## src/rtl/result_write_arbiter_pkg.sv

```systemverilog
// Shared types and constants for the result write arbiter and its lane FIFOs.
package result_write_arbiter_pkg;

   localparam int DEF_NUM_PARALLEL_BITS = 1;
   localparam int DEF_WIDTH_BITS        = 8;
   localparam int DEF_HEIGHT_BITS       = 8;
   localparam int DEF_FIFO_DEPTH_BITS   = 2;

   localparam logic [7:0] DROP_COUNT_MAX = 8'd255;

   typedef struct packed {
      logic [DEF_HEIGHT_BITS-1:0] row;
      logic [DEF_WIDTH_BITS-1:0]  col;
      logic                       data;
   } pixel_entry_t;

   function automatic int num_parallel(input int bits);
      return 1 << bits;
   endfunction

endpackage

```

## src/rtl/result_write_arbiter_lane_fifo.sv

```systemverilog
// Per-lane synchronous FIFO; storage is not reset, only pointers and count.
module lane_fifo #(
   parameter int WIDTH      = 17,
   parameter int DEPTH_BITS = 2
) (
   input  logic                  clock,
   input  logic                  not_reset,
   input  logic                  push,
   input  logic                  pop,
   input  logic [WIDTH-1:0]      wdata,
   output logic [WIDTH-1:0]      rdata,
   output logic                  full,
   output logic                  empty,
   output logic [DEPTH_BITS:0]   count
);

   localparam int DEPTH = 2**DEPTH_BITS;

   logic [WIDTH-1:0]      mem [DEPTH];
   logic [DEPTH_BITS-1:0] wr_ptr;
   logic [DEPTH_BITS-1:0] rd_ptr;
   logic                  push_ok;
   logic                  pop_ok;

   // full is judged on the pre-edge count, so a same-cycle pop never frees room
   assign full    = (count == (DEPTH_BITS+1)'(DEPTH));
   assign empty   = (count == '0);
   assign push_ok = push && !full;
   assign pop_ok  = pop && !empty;
   assign rdata   = mem[rd_ptr];

   always_ff @(posedge clock or negedge not_reset) begin
      if (!not_reset) begin
         wr_ptr <= '0;
         rd_ptr <= '0;
         count  <= '0;
      end else begin
         if (push_ok) wr_ptr <= wr_ptr + DEPTH_BITS'(1);
         if (pop_ok)  rd_ptr <= rd_ptr + DEPTH_BITS'(1);
         case ({push_ok, pop_ok})
            2'b10:   count <= count + (DEPTH_BITS+1)'(1);
            2'b01:   count <= count - (DEPTH_BITS+1)'(1);
            default: count <= count;
         endcase
      end
   end

   always_ff @(posedge clock) begin
      if (push_ok) mem[wr_ptr] <= wdata;
   end

endmodule

```

## src/rtl/result_write_arbiter.sv

```systemverilog
// Merges box_filter lane results into one display write port via per-lane FIFOs
// and a round-robin drain, reporting overflow, drop count and frame completion.
module result_write_arbiter
   import result_write_arbiter_pkg::*;
#(
   parameter int NUM_PARALLEL_BITS = DEF_NUM_PARALLEL_BITS,
   parameter int WIDTH_BITS        = DEF_WIDTH_BITS,
   parameter int HEIGHT_BITS       = DEF_HEIGHT_BITS,
   parameter int FIFO_DEPTH_BITS   = DEF_FIFO_DEPTH_BITS
) (
   input  logic                                      clock,
   input  logic                                      not_reset,
   input  logic [num_parallel(NUM_PARALLEL_BITS)*WIDTH_BITS-1:0]  iResultCol,
   input  logic [num_parallel(NUM_PARALLEL_BITS)*HEIGHT_BITS-1:0] iResultRow,
   input  logic [num_parallel(NUM_PARALLEL_BITS)-1:0] iResultData,
   input  logic [num_parallel(NUM_PARALLEL_BITS)-1:0] iResultWren,
   input  logic                                      iAllFinished,
   output logic [num_parallel(NUM_PARALLEL_BITS)-1:0] oStall,
   output logic [HEIGHT_BITS-1:0]                    oX,
   output logic [WIDTH_BITS-1:0]                     oY,
   output logic [2:0]                                oR,
   output logic [2:0]                                oG,
   output logic [2:0]                                oB,
   output logic                                      oWren,
   output logic                                      oOverflow,
   output logic [7:0]                                oDropCount,
   output logic                                      oDone
);

   localparam int NUM_PARALLEL = num_parallel(NUM_PARALLEL_BITS);
   localparam int ENTRY_W      = HEIGHT_BITS + WIDTH_BITS + 1;
   localparam logic [FIFO_DEPTH_BITS:0] DEPTH_CNT = (FIFO_DEPTH_BITS+1)'(2**FIFO_DEPTH_BITS);

   typedef struct packed {
      logic [HEIGHT_BITS-1:0] row;
      logic [WIDTH_BITS-1:0]  col;
      logic                   data;
   } entry_t;

   entry_t                       push_entry [NUM_PARALLEL];
   entry_t                       pop_entry  [NUM_PARALLEL];
   logic [FIFO_DEPTH_BITS:0]     lane_count [NUM_PARALLEL];
   logic [NUM_PARALLEL-1:0]      full;
   logic [NUM_PARALLEL-1:0]      empty;
   logic [NUM_PARALLEL-1:0]      push;
   logic [NUM_PARALLEL-1:0]      pop;
   logic [NUM_PARALLEL-1:0]      drop;
   logic [NUM_PARALLEL_BITS-1:0] rr_ptr;
   logic [NUM_PARALLEL_BITS-1:0] cand;
   logic [NUM_PARALLEL_BITS-1:0] grant_idx;
   logic                         grant_valid;

   function automatic logic [7:0] sat_add_drops(input logic [7:0] cnt,
                                                input logic [NUM_PARALLEL-1:0] d);
      int sum;
      sum = int'(cnt);
      for (int i = 0; i < NUM_PARALLEL; i++) sum += int'(d[i]);
      if (sum > int'(DROP_COUNT_MAX)) return DROP_COUNT_MAX;
      return 8'(sum);
   endfunction

   for (genvar i = 0; i < NUM_PARALLEL; i++) begin : g_lane
      assign push_entry[i] = '{row:  iResultRow[i*HEIGHT_BITS +: HEIGHT_BITS],
                               col:  iResultCol[i*WIDTH_BITS +: WIDTH_BITS],
                               data: iResultData[i]};
      assign push[i]   = iResultWren[i] & ~full[i];
      assign drop[i]   = iResultWren[i] &  full[i];
      assign oStall[i] = (lane_count[i] == DEPTH_CNT);

      lane_fifo #(
         .WIDTH      (ENTRY_W),
         .DEPTH_BITS (FIFO_DEPTH_BITS)
      ) u_fifo (
         .clock     (clock),
         .not_reset (not_reset),
         .push      (push[i]),
         .pop       (pop[i]),
         .wdata     (push_entry[i]),
         .rdata     (pop_entry[i]),
         .full      (full[i]),
         .empty     (empty[i]),
         .count     (lane_count[i])
      );
   end

   // Round-robin search: first non-empty lane at or after the pointer, wrapping
   always_comb begin
      grant_valid = 1'b0;
      grant_idx   = rr_ptr;
      cand        = rr_ptr;
      for (int k = 0; k < NUM_PARALLEL; k++) begin
         cand = rr_ptr + k[NUM_PARALLEL_BITS-1:0];
         if (!grant_valid && !empty[cand]) begin
            grant_valid = 1'b1;
            grant_idx   = cand;
         end
      end
   end

   always_comb begin
      pop = '0;
      if (grant_valid) pop[grant_idx] = 1'b1;
   end

   always_ff @(posedge clock or negedge not_reset) begin
      if (!not_reset) begin
         rr_ptr     <= '0;
         oX         <= '0;
         oY         <= '0;
         oR         <= '0;
         oG         <= '0;
         oB         <= '0;
         oWren      <= 1'b0;
         oOverflow  <= 1'b0;
         oDropCount <= '0;
         oDone      <= 1'b0;
      end else begin
         oWren <= grant_valid;
         if (grant_valid) begin
            oX     <= pop_entry[grant_idx].row;
            oY     <= pop_entry[grant_idx].col;
            oR     <= {3{pop_entry[grant_idx].data}};
            oG     <= {3{pop_entry[grant_idx].data}};
            oB     <= {3{pop_entry[grant_idx].data}};
            rr_ptr <= grant_idx + NUM_PARALLEL_BITS'(1);
         end
         if (|drop) begin
            oOverflow  <= 1'b1;
            oDropCount <= sat_add_drops(oDropCount, drop);
         end
         oDone <= iAllFinished && (&empty) && !grant_valid;
      end
   end

endmodule
```

## config.mk

```make
export PLATFORM = sky130hd
export DESIGN_NAME = result_write_arbiter
export DESIGN_NICKNAME = d
export VERILOG_FILES = /design/src/rtl/result_write_arbiter_pkg.sv /design/src/rtl/result_write_arbiter_lane_fifo.sv /design/src/rtl/result_write_arbiter.sv
export SDC_FILE = /design/constraint.sdc
export NUM_CORES = 1
export LEC_CHECK = 0
export BUFFER_PORTS_ARGS = -buffer_cell sky130_fd_sc_hd__buf_2
export CORE_UTILIZATION = 40
export DETAILED_ROUTE_END_ITERATION = 12
export PLACE_DENSITY_LB_ADDON = 0.25
export RECOVER_POWER = 100
export SLEW_MARGIN = 20
export SYNTH_ARGS = -nofsm -noshare
export SYNTH_HDL_FRONTEND = slang
export SYNTH_SLANG_ARGS = --single-unit
export TNS_END_PERCENT = 100
```

## constraint.sdc

```tcl
create_clock -name clock -period 3.6 [get_ports clock]
set_clock_uncertainty 0.1 [all_clocks]
set_input_delay 0.18 -clock clock [delete_from_list [all_inputs] [get_ports clock]]
set_output_delay 0.18 -clock clock [all_outputs]
set_load 0.005 [all_outputs]
```

== Yosys cells after proc, flatten, opt, wreduce, memory -nomap -nowiden ==
Memory sizes are Yosys's and may differ from the RTL's.
Index checks and enable logic that the tools add are counted.
Word-level totals
  logic and storage cells: 90
  register bits after elaboration: 43
  input bits: 39
  output and inout bits: 38
  memory bits (writable): 136
  memories: 2
Memories
  g_lane[0].u_fifo.mem: depth 4, bits a word 17, rd ports 1, clocked after Yosys merged registers in 0, wr ports 1, line result_write_arbiter_lane_fifo.sv:19  | logic [WIDTH-1:0] mem [DEPTH];
  g_lane[1].u_fifo.mem: depth 4, bits a word 17, rd ports 1, clocked after Yosys merged registers in 0, wr ports 1, line result_write_arbiter_lane_fifo.sv:19
Operators by class
  order comparisons: 6
  add/subtract/negate cells: 12
  equality and inequality tests: 6
  reductions and logical operators: 20
  mux-type cells: 23
  bitwise logic cells: 7
Operators with widths (count)
  $mux W17: 3
  $mux W8: 2
  $mux W1: 14
  $pmux W3 S2: 2
  $add A9 B1 Y10: 1
  $gt A10 B8 Y1 const B: 1
  $add A8 B1 Y9: 1
  $add A2 B1 Y2 const B: 4
  $logic_and A1 B1 Y1: 8
  $add A3 B1 Y3 const B: 2
  $eq A3 B3 Y1 const B: 2
  $logic_not A1 Y1: 6
  $logic_not A3 Y1: 2
  $lt A1 B2 Y1 const B: 3
  $sub A3 B1 Y3 const B: 2
  $and A1 B1 Y1: 4
  $eq A2 B1 Y1 const B: 2
  $eq A2 B2 Y1 const B: 2
  $reduce_bool A2 Y1: 2
  $add A1 B1 Y1 const B: 2
  $ge A2 B2 Y1 const B: 1
  $mux W2: 1
  $not A1 Y1: 2
  $not A1 Y2: 1
  other kinds (4): 4

== Longest topological paths before layout ==
Gate-level depths: netlist of the first run.
  word-level depth: 14
  depth in mapped cells: 10
  mapped depth without buffers: 9

== Cells and area by module ==
Synthesis of the first run repeated with hierarchy kept, for this count alone.
Unflattened totals
  cell total of the unflattened synthesis: 388
  area, all modules: 7298.2 um^2
By module, submodules not included
  lane_fifo (g_lane[1].u_fifo): sequential area each 2217.1 um^2, cells an instance 126, times used 1, area each 2921.6 um^2
  lane_fifo (g_lane[0].u_fifo): sequential area each 2217.1 um^2, cells an instance 127, times used 1, area each 2884.0 um^2
  result_write_arbiter: sequential area each 725.7 um^2, cells an instance 135, times used 1, area each 1492.7 um^2

== Worst setup path before layout of the first run ==
OpenSTA, ideal clock, no wires.
  path type: reg-to-reg
  from: reg g_lane[1].u_fifo.count[1]
  to: reg g_lane[0].u_fifo.count[2]
  slack: 1.353 ns
  required time: 3.421 ns
  stages on the path, launching flop included: 9
  clock period less this slack: 2.247 ns
  setup time: 0.079 ns
  data arrival time: 2.067 ns
  buffers on the path: 0
  cells stage by stage: dfrtp_1 > or3_1 > a21oi_1 > ha_1 > inv_1 > fa_1 > xor2_1 > nor2_1 > xor2_1
Between the ends
  longest elaborated chain between the ends: 14
  elaborated cells between the ends (all ways): 21
  those cells by class: order compare (2); eq/ne (2); mux (11); reduce/logical (6)
RTL lines
  start, declared: line result_write_arbiter_lane_fifo.sv:14  | output logic [DEPTH_BITS:0] count
  start signal, assigned: line result_write_arbiter_lane_fifo.sv:41  | 2'b10: count <= count + (DEPTH_BITS+1)'(1);
  start signal, assigned: line result_write_arbiter_lane_fifo.sv:42  | 2'b01: count <= count - (DEPTH_BITS+1)'(1);
  start signal, assigned: line result_write_arbiter_lane_fifo.sv:43  | default: count <= count;
  $logic_not A3 Y1 *: line result_write_arbiter_lane_fifo.sv:27  | assign empty = (count == '0);
  $mux W1 (implied by the code) (2 in series): line result_write_arbiter.sv:93  | if (!grant_valid && !empty[cand]) begin
  $logic_not A1 Y1: line result_write_arbiter.sv:93
  $logic_and A1 B1 Y1: line result_write_arbiter.sv:93
  $mux W1: line result_write_arbiter.sv:93
  $lt A1 B2 Y1 (implied by the code) / $ge A1 B1 Y1 (equally long branches): line result_write_arbiter.sv:102  | if (grant_valid) pop[grant_idx] = 1'b1;
  $logic_and A1 B1 Y1 (implied by the code): line result_write_arbiter.sv:102
  $mux W1 (implied by the code): line result_write_arbiter.sv:102
  $demux W1 S1: line result_write_arbiter.sv:102
  $mux W2 *: line result_write_arbiter.sv:102
  $logic_and A1 B1 Y1 *: line result_write_arbiter_lane_fifo.sv:29  | assign pop_ok = pop && !empty;
  net g_lane[0].u_fifo.pop_ok: line result_write_arbiter_lane_fifo.sv:23  | logic pop_ok;
  $eq A2 B1 Y1 / $eq A2 B2 Y1 (equally long branches): line result_write_arbiter_lane_fifo.sv:40  | case ({push_ok, pop_ok})
  $pmux W3 S2 / $reduce_bool A2 Y1 (equally long branches)
  end signal, assigned: line result_write_arbiter_lane_fifo.sv:41
  end signal, assigned: line result_write_arbiter_lane_fifo.sv:42
  end signal, assigned: line result_write_arbiter_lane_fifo.sv:43
  end, declared: line result_write_arbiter_lane_fifo.sv:14
Mark *: on every way through the listed nets, which the timed path passes. The rest lies on a longest branch. The select of a mux whose other input is x is not followed.
A chain may end at the register's enable or synchronous reset.

== Final worst setup path of the first run ==
  from: reg g_lane[1].u_fifo.count[2]
  to: reg g_lane[1].u_fifo.count[1]
Between the ends
  longest elaborated chain between the ends: 14
  elaborated cells between the ends (all ways): 27
  those cells by class: order compare (2); eq/ne (3); mux (11); bitwise (2); reduce/logical (9)
RTL lines (line)
  $logic_not A3 Y1 *: result_write_arbiter_lane_fifo.sv:27
  $mux W1 (implied by the code) (2 in series): result_write_arbiter.sv:93
  $logic_not A1 Y1: result_write_arbiter.sv:93
  $logic_and A1 B1 Y1: result_write_arbiter.sv:93
  $mux W1: result_write_arbiter.sv:93
  $lt A1 B2 Y1 (implied by the code) / $ge A1 B1 Y1 (equally long branches): result_write_arbiter.sv:102
  $logic_and A1 B1 Y1 (implied by the code): result_write_arbiter.sv:102
  $mux W1 (implied by the code): result_write_arbiter.sv:102
  $demux W1 S1: result_write_arbiter.sv:102
  $mux W2: result_write_arbiter.sv:102
  $logic_and A1 B1 Y1 *: result_write_arbiter_lane_fifo.sv:29
  net g_lane[1].u_fifo.pop_ok: result_write_arbiter_lane_fifo.sv:23
  $eq A2 B1 Y1 / $eq A2 B2 Y1 (equally long branches): result_write_arbiter_lane_fifo.sv:40
  $pmux W3 S2 / $reduce_bool A2 Y1 (equally long branches)
Marked as above.

==> impl_results.md, run 1 <==
* Area Overhead vs Synth at 19.0%
* Asr flop ratio synth at 24.0%
* Min Tclk post-route at 2820 ps
* TritonCTS Sinks at 179
* Number of clock buffers inserted by TritonCTS at 17
* 1st-pass router iterations at 6
* Setup tns final at 0 ps
* Xor and xnor area share after synthesis at 1.44%
* Core ar. at 17900 um^2
* Sequential power share at 43.5%
* Psw at 2370 uW
* Initial core utilization at 40.8%
* Worst-Skew Late Latency at 430 ps
* DP Area at 7870 um^2
* Inserted Diodes at 0
* Clock Pin Slew Worst Setup and Hold Paths at 70 ps
* Worst-Margin Slew at 2390 ps
* Detail Route Antenna Nets at 0
* First-pass GRT wire length at 21300 um
* Avg WL per Cell at 18.1 um
* IO buf count at 76
* GP Congestion at 0.788
* Setup bufs post-CTS at 0
* HP Class: in -> reg
* Post-Synthesis Cells at 402
* Number of synthesized flops with an enable pin at 136
* Crit-path cells: or3_1 > o21ai_0 > clkbuf_1 > inv_1 > ha_1 > inv_1 > fa_1 > o21ai_0
* Req. time, crit path at 3840 ps
* CTS tree: yes
* CP startpoint kind: flip-flop
* Unique cell type count in the Yosys netlist at 35
* Vias in the first global route at 3869
* Die W at 137 um
* WP data arrival at 3060 ps
* Status: complete, but fails checks
* Share of layout cells above drive strength 1 at 15.9%
* Final hold violation count at 0
* GR Util All Layers at 15.9%
* Violated checks: max-capacitance violations, max-slew violations
* Routed wire length at 13700 um
* Sequential share of the synthesized area at 70.6%
* Worst-path maximum fanout at 20
* Worst path top cell family by delay: buffers and inverters
* CTS Hold Bufs at 36
* Max cap viols at 2
* Die Y at 137 um
* Clock power frac at 26.3%
* H-tree depth at 4
* RSZ-0062 raised after global routing: no
* Switching Share at 32.7%
* Drt via density at 5.12
* Max Transition Viols Final at 64
* Max-slew headroom at -59.5%
* Synth Cell Area at 7310 um^2
* Synth Area in Compound Gates at 4.43%
* HPWL Detailed at 8860 um
* Max stage delay on crit path at 700 ps
* Crit end category: flip-flop
* Adder-cell share of the synthesized area at 2.71%
* Max Root-Sink Buffers at 2
* Synthesized area per cell at 18.2 um^2
* Fmax at 355 MHz
* Num rows at 49
* Antenna violations before repair at 0
* Final Cycle Share at 78.3%
* Largest net degree at the start of global routing at 44
* Mux share of post-synthesis cell area at 13.4%
* Top_reg_cell synth: edfxtp_1
* Fillcell total at 1542
* Endpoints failing setup at 0
* Cell Int Power at 4880 uW
* Comb power frac at 30.2%
* CP Buf/Inv Count at 3
* Worst path slowest cell: clkbuf_1
* Net Count, Synth at 455
* Root Driver: clkbuf_16
* DR iter-0 viols at 220
* Fraction of the mapped netlist area in simple logic gates at 4.06%
* GR Overflow Total at 0
* DIE AREA at 18800 um^2
* Nets at 567
* Post-cts resize count at 0
* DRC errors left at 0
* Syn. warnings at 0
* Yosys reg bits at 179
* Post-route cell area at 8700 um^2
* Pleak at 0.00303 uW
* Main combinational cell family by area after synthesis: multiplexers
* Critical path class: reg -> reg
* Cell Pwr Density at 833 nW/um^2
* Ports at 77
* Via count of the routed design at 3872
* Worst VDD drop at 511 uV
## cell usage in the layout, fill, tap and decap left out, drive strengths merged, types with 3 or more instances in the layout
cell type and instances:
nor2b 3, edfxtp 136, nor2 5, xor2 6, dfrtp 43, clkbuf 86
clkinv 4, o21ai 8, and2 9, inv 23, o32ai 17, buf 18
nor3 3, xnor2 6, mux4 34, nand3 4, ha 11, dlygate4sd3 36
fa 3, nand2 11, mux2i 19, a21oi 20
## cell families (layout without fill, tap and decap cells)
group | count (synthesis) | after routing
flip-flops | 179 | 179
multiplexers | 55 | 55
AO/OA/AOI/OAI | 49 | 49
AND/OR/NAND/NOR | 48 | 48
buffers and inverters | 45 | 170
adder cells (fa/ha/maj) | 14 | 14
XOR/XNOR | 12 | 12
## per-layer routing
metal  up-vias  global-route usage [%]  routed length [um]
li1       1790                       -                   -
met1      1959                    21.1                6030
met2       112                    25.1                6720
met3        11                    4.59                 773
met4         0                    5.37                 161
met5         -                       0                   0
## final cells by class
class	count	area (um^2)	share of cell area [%]
Multi-Input combinational cell	178	1860	21.4
Sequential cell	179	5160	59.3
Clock inverter	14	189	2.17
Timing Repair Buffer	122	712	8.18
Inverter	16	60.1	0.690
Tap cell	229	287	3.29
Clock buffer	18	429	4.93
## power by group through the flow
stage / sequential [uW] / combinational, uW / clock, uW
after global routing: 3220 / 2460 / 2020
after CTS: 3170 / 2330 / 1940
after global placement: 3180 / 2260 / 0
after detailed placement: 3210 / 2290 / 0
final: 3150 / 2190 / 1900
after floorplan: 3010 / 1810 / 0
## final timing paths
check                                          start                        end  slack, ps  depth (start not counted)
hold / removal                        iResultWren[0]                  oOverflow        100                          3
hold reg to reg                            oOverflow                  oOverflow        370                          1
min in group asynchronous                  not_reset  g_lane[1].u_fifo.count[0]        920                          2
max in group asynchronous                  not_reset                      oY[0]       1110                          2
setup / recovery           g_lane[1].u_fifo.count[2]  g_lane[1].u_fifo.count[1]        780                          8
setup reg to reg           g_lane[1].u_fifo.count[2]  g_lane[1].u_fifo.count[1]        780                          8
## worst register-to-register path, delay by kind of cell, from the launching register on
kind                       cells  cell delay, ps
AOI/OAI and AO/OA              2             260
and+or+nand+nor                1             440
adders and majority gates      2             640
buffers and inverters          3             880
DFF                            1             410
## state kept, by name, indices dropped and copies added, names as in the netlist
name / cells
g_lane.u_fifo.mem: 136
oDropCount: 8
oX: 8
oY: 8
g_lane.u_fifo.count: 6
g_lane.u_fifo.rd_ptr: 4
g_lane.u_fifo.wr_ptr: 4
oB: 1
oDone: 1
oOverflow: 1
oWren: 1
rr_ptr: 1
## through the flow
stage               setup slack [ps]  std cells  utilization, %  hold WS, ps  power [uW]
floorplan                       1350        402               -         -216        4820
finish                           782        756            48.6          102        7250
CTS                             1120        756            49.4         8.90        7440
detailed placement              1130        688            44.0          297        5500
global placement                1230        688            44.0          291        5440
global route                     570        756            48.6          147        7700
## synthesized netlist by cell type (5+ instances only)
cell      count  area share (%)
mux2i_1      19             2.6
o21ai_0       8            0.55
nand2_1      11            0.57
clkbuf_1      6            0.31
nor2_1        5            0.26
o32ai_1      17             2.0
inv_1        16            0.82
buf_2         7            0.48
mux4_2       34              10
a21oi_1      20             1.4
ha_1         11             1.9
buf_4        14             1.4
xor2_1        6            0.72
xnor2_1       6            0.72
edfxtp_1    136              56
and2_1        9            0.77
dfrtp_1      43              15
Power figures use the tool's default switching activity.
==> run 2: changes to the inputs <==
clock period = 2.5 ns   (was 3.6 ns; I/O delays follow)
==> run 2 against run 1 <==
The flow now finishes without violations. Die area unchanged. Critical path depth shrank 2. Combinational power grew 57%. Utilization is 0.29 points higher. Maximum frequency up 21%. Final area increased by 0.59%. Clock-buffer cell count unchanged. Clock power up 32%. Final cell count is 1.7% higher. Power increased by 42%. Register-to-register slack worse by 610 ps. Largest power group unchanged.
==> impl_results.md, run 2 (synthesis gave the netlist of run 1 again) <==
* Worst-Margin Slew at 1120 ps (was 2390 ps)
* H-tree depth at 4 (unchanged)
* Met2 Use GR at 27.2% (was 25.1%)
* Max Root-Sink Buffers at 2 (unchanged)
* Commonest non-fill, non-tap cells in the layout: 136 x edfxtp_1, 65 x clkbuf_1, 43 x dfrtp_1 (was 136 x edfxtp_1, 69 x clkbuf_1, 43 x dfrtp_1)
* TritonCTS Sinks at 179 (unchanged)
* GP Congestion at 0.818 (was 0.788)
* Critical path class: reg -> reg (unchanged)
* Cell Pwr Density at 1180 nW/um^2 (was 833 nW/um^2)
* GR Overflow Total at 0 (unchanged)
* Crit end category: flip-flop (unchanged)
* Nets at 580 (was 567)
* Core ar. at 17900 um^2 (unchanged)
* Drt via density at 5.11 (was 5.12)
* GR Util All Layers at 16.4% (was 15.9%)
* HPWL Detailed at 8980 um (was 8860 um)
* Vias in the first global route at 4209 (was 3869)
* Area Overhead vs Synth at 19.7% (was 19.0%)
* Die W at 137 um (unchanged)
* Req. time, crit path at 2460 ps (was 3840 ps)
* Commonest non-fill, non-tap cell in the layout: edfxtp_1 (unchanged)
* Status: finished clean (was complete, but fails checks)
* Share of layout cells above drive strength 1 at 19.3% (was 15.9%)
* Max Transition Viols Final at 0 (was 64)
* Antenna violations before repair at 0 (unchanged)
* IO buf count at 76 (unchanged)
* Post-route cell area at 8750 um^2 (was 8700 um^2)
* Detail Route Antenna Nets at 0 (unchanged)
* Worst VDD drop at 639 uV (was 511 uV)
* Num rows at 49 (unchanged)
* Final hold violation count at 0 (unchanged)
* Setup tns final at 0 ps (unchanged)
* Number of clock buffers inserted by TritonCTS at 17 (unchanged)
* Avg WL per Cell at 18.0 um (was 18.1 um)
* 1st-pass router iterations at 7 (was 6)
* GRT met3 Usage at 4.15% (was 4.59%)
* Largest net degree at the start of global routing at 44 (unchanged)
* WP data arrival at 2290 ps (was 3060 ps)
* Clock Pin Slew Worst Setup and Hold Paths at 70 ps (about the same)
* RSZ-0062 raised after global routing: no (unchanged)
* Fmax at 430 MHz (was 355 MHz)
* Inserted Diodes at 0 (unchanged)
* Root Driver: clkbuf_16 (unchanged)
* Final Cycle Share at 93.1% (was 78.3%)
* CTS tree: yes (unchanged)
* HP Class: in -> reg (unchanged)
* Met1 GRT Util at 20.6% (was 21.1%)
* Max reg flops at 136 (unchanged)
* Pleak at 0.00308 uW (was 0.00303 uW)
* CP startpoint kind: flip-flop (unchanged)
* DIE AREA at 18800 um^2 (unchanged)
* DP Area at 7950 um^2 (was 7870 um^2)
* Worst-path maximum fanout at 17 (was 20)
* Max cap viols at 0 (was 2)
* DR iter-0 viols at 195 (was 220)
* Die Y at 137 um (unchanged)
* First-pass GRT wire length at 22300 um (was 21300 um)
* Initial core utilization at 40.8% (unchanged)
* Min Tclk post-route at 2330 ps (was 2820 ps)
* Via count of the routed design at 3933 (was 3872)
* DRC errors left at 0 (unchanged)
* Ports at 77 (unchanged)
* Endpoints failing setup at 0 (unchanged)
* Routed wire length at 13800 um (was 13700 um)
* Final core occ at 48.9% (was 48.6%)
* Worst-Skew Late Latency at 420 ps (was 430 ps)
* Most Crowded Layer GR: met2 (unchanged)
* Max-slew headroom at 25.0% (was -59.5%)
* Largest reg by FF count: g_lane.u_fifo.mem (unchanged)
run 2: changes by cell type in the layout (fill, tap and decap cells not counted), sizes merged:
cell         before  now
clkbuf           86   92
buf              18   23
inv              23   19
clkinv            4    7
clkinvlp          1    3
dlygate4sd3      36   38
bufinv            2    1
run 2: final timing paths:
kind,startpoint,endpoint,slack (ps),cells after the start
setup / recovery,g_lane[1].u_fifo.count[2],g_lane[1].u_fifo.mem[2][4],170,6
hold reg to reg,oOverflow,oOverflow,380,1
setup reg to reg,g_lane[1].u_fifo.count[2],g_lane[1].u_fifo.mem[2][4],170,6
hold / removal,iResultWren[1],oDropCount[1],110,4
max in group asynchronous,not_reset,oDone,1260,2
min in group asynchronous,not_reset,g_lane[1].u_fifo.count[2],360,2
run 2: final cells by class:
| class | instances | area [um^2] |
|---|---|---|
| Fill cell | 1574 | 9150 |
| Sequential cell | 179 | 5160 |
| Multi-Input combinational cell | 178 | 1880 |
| Timing Repair Buffer | 135 | 801 |
| Clock buffer | 18 | 429 |
| Tap cell | 229 | 287 |
| Clock inverter | 14 | 130 |
| Inverter | 16 | 60.1 |
run 2: worst max-delay path, cell delays in order, from the launching register on:
cell and delay, ps:
dfrtp_1 420, nor3b_4 170, clkbuf_1 130, nor2b_1 190, clkbuf_1 280, and2_0 190, clkbuf_2 460
run 2: timing repair:
action | CTS | global route
hold buffers | 38 | 0
resized for setup | 0 | 1
hold endpoints to repair | 181 | 0
setup endpoints to repair | 0 | 1
setup buffers | 0 | 0
run 2: layer usage:
layer / wire length (um) / vias to the layer above
li1: - / 1817
met2: 6940 / 92
met4: 204 / 0
met1: 6100 / 2009
met3: 600 / 15
met5: 0 / -
run 2: per-stage QoR:
stage | hold WS, ps | setup WS [ps] | power [uW] | instances
floorplan | -271 | 253 | 6950 | 402
global placement | 236 | 238 | 7910 | 699
detailed placement | 243 | 181 | 8050 | 699
CTS | 29.7 | 155 | 10600 | 769
global route | 145 | 20.8 | 11000 | 769
finish | 110 | 172 | 10300 | 769
run 2: where the power goes:
part	total (uW)	switching [uW]	internal, uW
clock	2510	1130	1380
combinational	3430	1880	1550
sequential	4370	356	4020
==> run 3: changes to the inputs <==
CORE_UTILIZATION = 53   (was 40)
PLACE_DENSITY_LB_ADDON = 0.3   (was 0.25)
==> run 3 against run 2 <==
Setup slack got worse by 16 ps. Non-clock buffer count rose by 1. Via count rose by 2.3%. Sequential share of layout area fell by 0.27 points. Final area rose by 0.46%. Critical path depth rose by 2. Maximum frequency fell by 0.68%. Power rose by 1.8%. First-iteration DRC count rose by 35%.
==> impl_results.md, run 3 (synthesis gave the netlist of run 1 again) <==
* Worst path slowest cell: dfrtp_1 (was clkbuf_2)
* HPWL Detailed at 8500 um (was 8980 um)
* Worst VDD drop at 689 uV (was 639 uV)
* 1st-pass router iterations at 4 (was 7)
* CP Buf/Inv Count at 1 (was 3)
* GR Overflow Total at 0 (unchanged)
* DIE AREA at 14300 um^2 (was 18800 um^2)
* Max reg flops at 136 (unchanged)
* Max-slew headroom at 18.6% (was 25.0%)
* Detail Route Antenna Nets at 0 (unchanged)
* Final hold violation count at 0 (unchanged)
* TritonCTS Sinks at 179 (unchanged)
* Core ar. at 13300 um^2 (was 17900 um^2)
* Worst-Margin Slew at 1220 ps (was 1120 ps)
* CP startpoint kind: flip-flop (unchanged)
* RSZ-0062 raised after global routing: no (unchanged)
* Pleak at 0.00315 uW (was 0.00308 uW)
* Register area at 5160 um^2 (unchanged)
* Status: finished clean (unchanged)
* Die Y at 119 um (was 137 um)
* GP Congestion at 0.815 (was 0.818)
* Non-Filler Instances at 717 (was 769)
* Worst path top cell family by delay: simple AND/OR/NAND/NOR gates (was buffers and inverters)
* DR iter-0 viols at 263 (was 195)
* HP Class: in -> reg (unchanged)
* Drt via density at 5.61 (was 5.11)
* DRC errors left at 0 (unchanged)
* Ports at 77 (unchanged)
* Setup tns final at 0 ps (unchanged)
* Hold Worst Slack at 105 ps (was 110 ps)
* GR Util All Layers at 21.5% (was 16.4%)
* Pre-CTS setup slack at 75.7 ps (was 181 ps)
* Fmax at 427 MHz (was 430 MHz)
* Final Cycle Share at 93.8% (was 93.1%)
* Max cap viols at 0 (unchanged)
* Area Overhead vs Synth at 20.3% (was 19.7%)
* Placed cells at 645 (was 699)
* Initial core utilization at 54.7% (was 40.8%)
* Worst setup margin at 156 ps (was 172 ps)
* Commonest non-fill, non-tap cell in the layout: edfxtp_1 (unchanged)
* CTS tree: yes (unchanged)
* Largest reg by FF count: g_lane.u_fifo.mem (unchanged)
* Fillcell total at 937 (was 1574)
* Num rows at 42 (was 49)
* Max stage delay on crit path at 470 ps (was 460 ps)
* Number of clock buffers inserted by TritonCTS at 17 (unchanged)
* Min Tclk post-route at 2340 ps (was 2330 ps)
* Root Driver: clkbuf_16 (unchanged)
* IO buf count at 76 (unchanged)
* Avg WL per Cell at 18.7 um (was 18.0 um)
* Inserted Diodes at 0 (unchanged)
* Crit-path cells: nor3b_4 > nand2_1 > fa_1 > inv_1 > ha_2 > nand3_1 > or3b_4 > o21ai_0 (was nor3b_4 > clkbuf_1 > nor2b_1 > clkbuf_1 > and2_0 > clkbuf_2)
* Crit end category: flip-flop (unchanged)
* Critical path class: reg -> reg (unchanged)
* WL met2 at 6850 um (was 6940 um)
* Share of layout cells above drive strength 1 at 22.0% (was 19.3%)
* Via count of the routed design at 4022 (was 3933)
* Largest net degree at the start of global routing at 44 (unchanged)
* Clock Pin Slew Worst Setup and Hold Paths at 70 ps (about the same)
* Endpoints failing setup at 0 (unchanged)
* Worst-path maximum fanout at 7 (was 17)
* Cell Pwr Density at 1190 nW/um^2 (was 1180 nW/um^2)
* WP data arrival at 2600 ps (was 2290 ps)
* Top layer in use: met4 (unchanged)
* Worst-Skew Late Latency at 440 ps (was 420 ps)
* Nets at 581 (was 580)
* Commonest non-fill, non-tap cells in the layout: 136 x edfxtp_1, 54 x clkbuf_1, 43 x dfrtp_1 (was 136 x edfxtp_1, 65 x clkbuf_1, 43 x dfrtp_1)
* Met3 wire len at 913 um (was 600 um)
* WL met1 at 5320 um (was 6100 um)
* First-pass GRT wire length at 22200 um (was 22300 um)
* H-tree depth at 4 (unchanged)
* Multi-input logic area at 1910 um^2 (was 1880 um^2)
* Routed wire length at 13400 um (was 13800 um)
* Max Transition Viols Final at 0 (unchanged)
* Max Root-Sink Buffers at 2 (unchanged)
* Antenna violations before repair at 0 (unchanged)
* Vias in the first global route at 4269 (was 4209)
* Req. time, crit path at 2750 ps (was 2460 ps)
* Die W at 119 um (was 137 um)
-- run 3: cell count changes in the layout (fill, tap and decap cells not counted), sizes merged --
cell      change
buf          +13
clkbuf       -12
clkinvlp      -1
clkinv        +1
-- run 3: worst paths after layout --
check / start / to / slack [ps] / cells past startpoint
max: g_lane[0].u_fifo.count[0] / oDropCount[3] / 160 / 8
min: iResultWren[1] / oDropCount[1] / 110 / 4
max reg2reg: g_lane[0].u_fifo.count[0] / oDropCount[3] / 160 / 8
min reg2reg: oOverflow / oOverflow / 370 / 1
max in group asynchronous: not_reset / oDropCount[6] / 1210 / 2
min in group asynchronous: not_reset / g_lane[1].u_fifo.count[0] / 360 / 2
-- run 3: where the power goes --
group          leakage (uW)  total, uW  internal, uW  switching (uW)
Sequential          0.00175       4410          4020             396
Combinational       0.00112       3510          1620            1890
Clock              0.000280       2580          1400            1180
Total               0.00315      10500          7040            3460
-- run 3: area by class of cell --
class                      count  area share, %
timing repair buffer         136           9.75
tap                          176           2.51
multi-input combinational    178           21.7
sequential                   179           58.7
inverter                      16          0.683
clock inverter                14           1.75
clock buffer                  18           4.88
-- run 3: repair_timing --
item,in CTS,in global routing
buffers inserted,0,1
resized for setup,0,2
hold buffers,38,0
hold endpoints to repair,181,0
endpoints found under the setup margin,0,6
-- run 3: stage by stage --
stage | cell area, um^2 | util, % | total power [uW]
after floorplan | 7310 | - | 6950
after global routing | 8790 | 65.9 | 11100
after CTS | 8850 | 66.3 | 10700
after detailed placement | 7890 | 59.1 | 8030
final | 8790 | 65.9 | 10500
after global placement | 7890 | 59.1 | 7850
-- run 3: worst reg2reg max path: cells and delay by family (launching register included) --
family                     cells  cell delay, ps
AOI/OAI and AO/OA              1             100
adders and majority gates      2             630
buffers and inverters          1              80
DFF                            1             470
and+or+nand+nor                4             890
-- run 3: per-layer routing --
layer | vias up | global-route usage (%)
met3 | 26 | 6.18
met5 | - | 0
li1 | 1817 | -
met4 | 0 | 8.83
met1 | 2027 | 26.9
met2 | 152 | 35.5
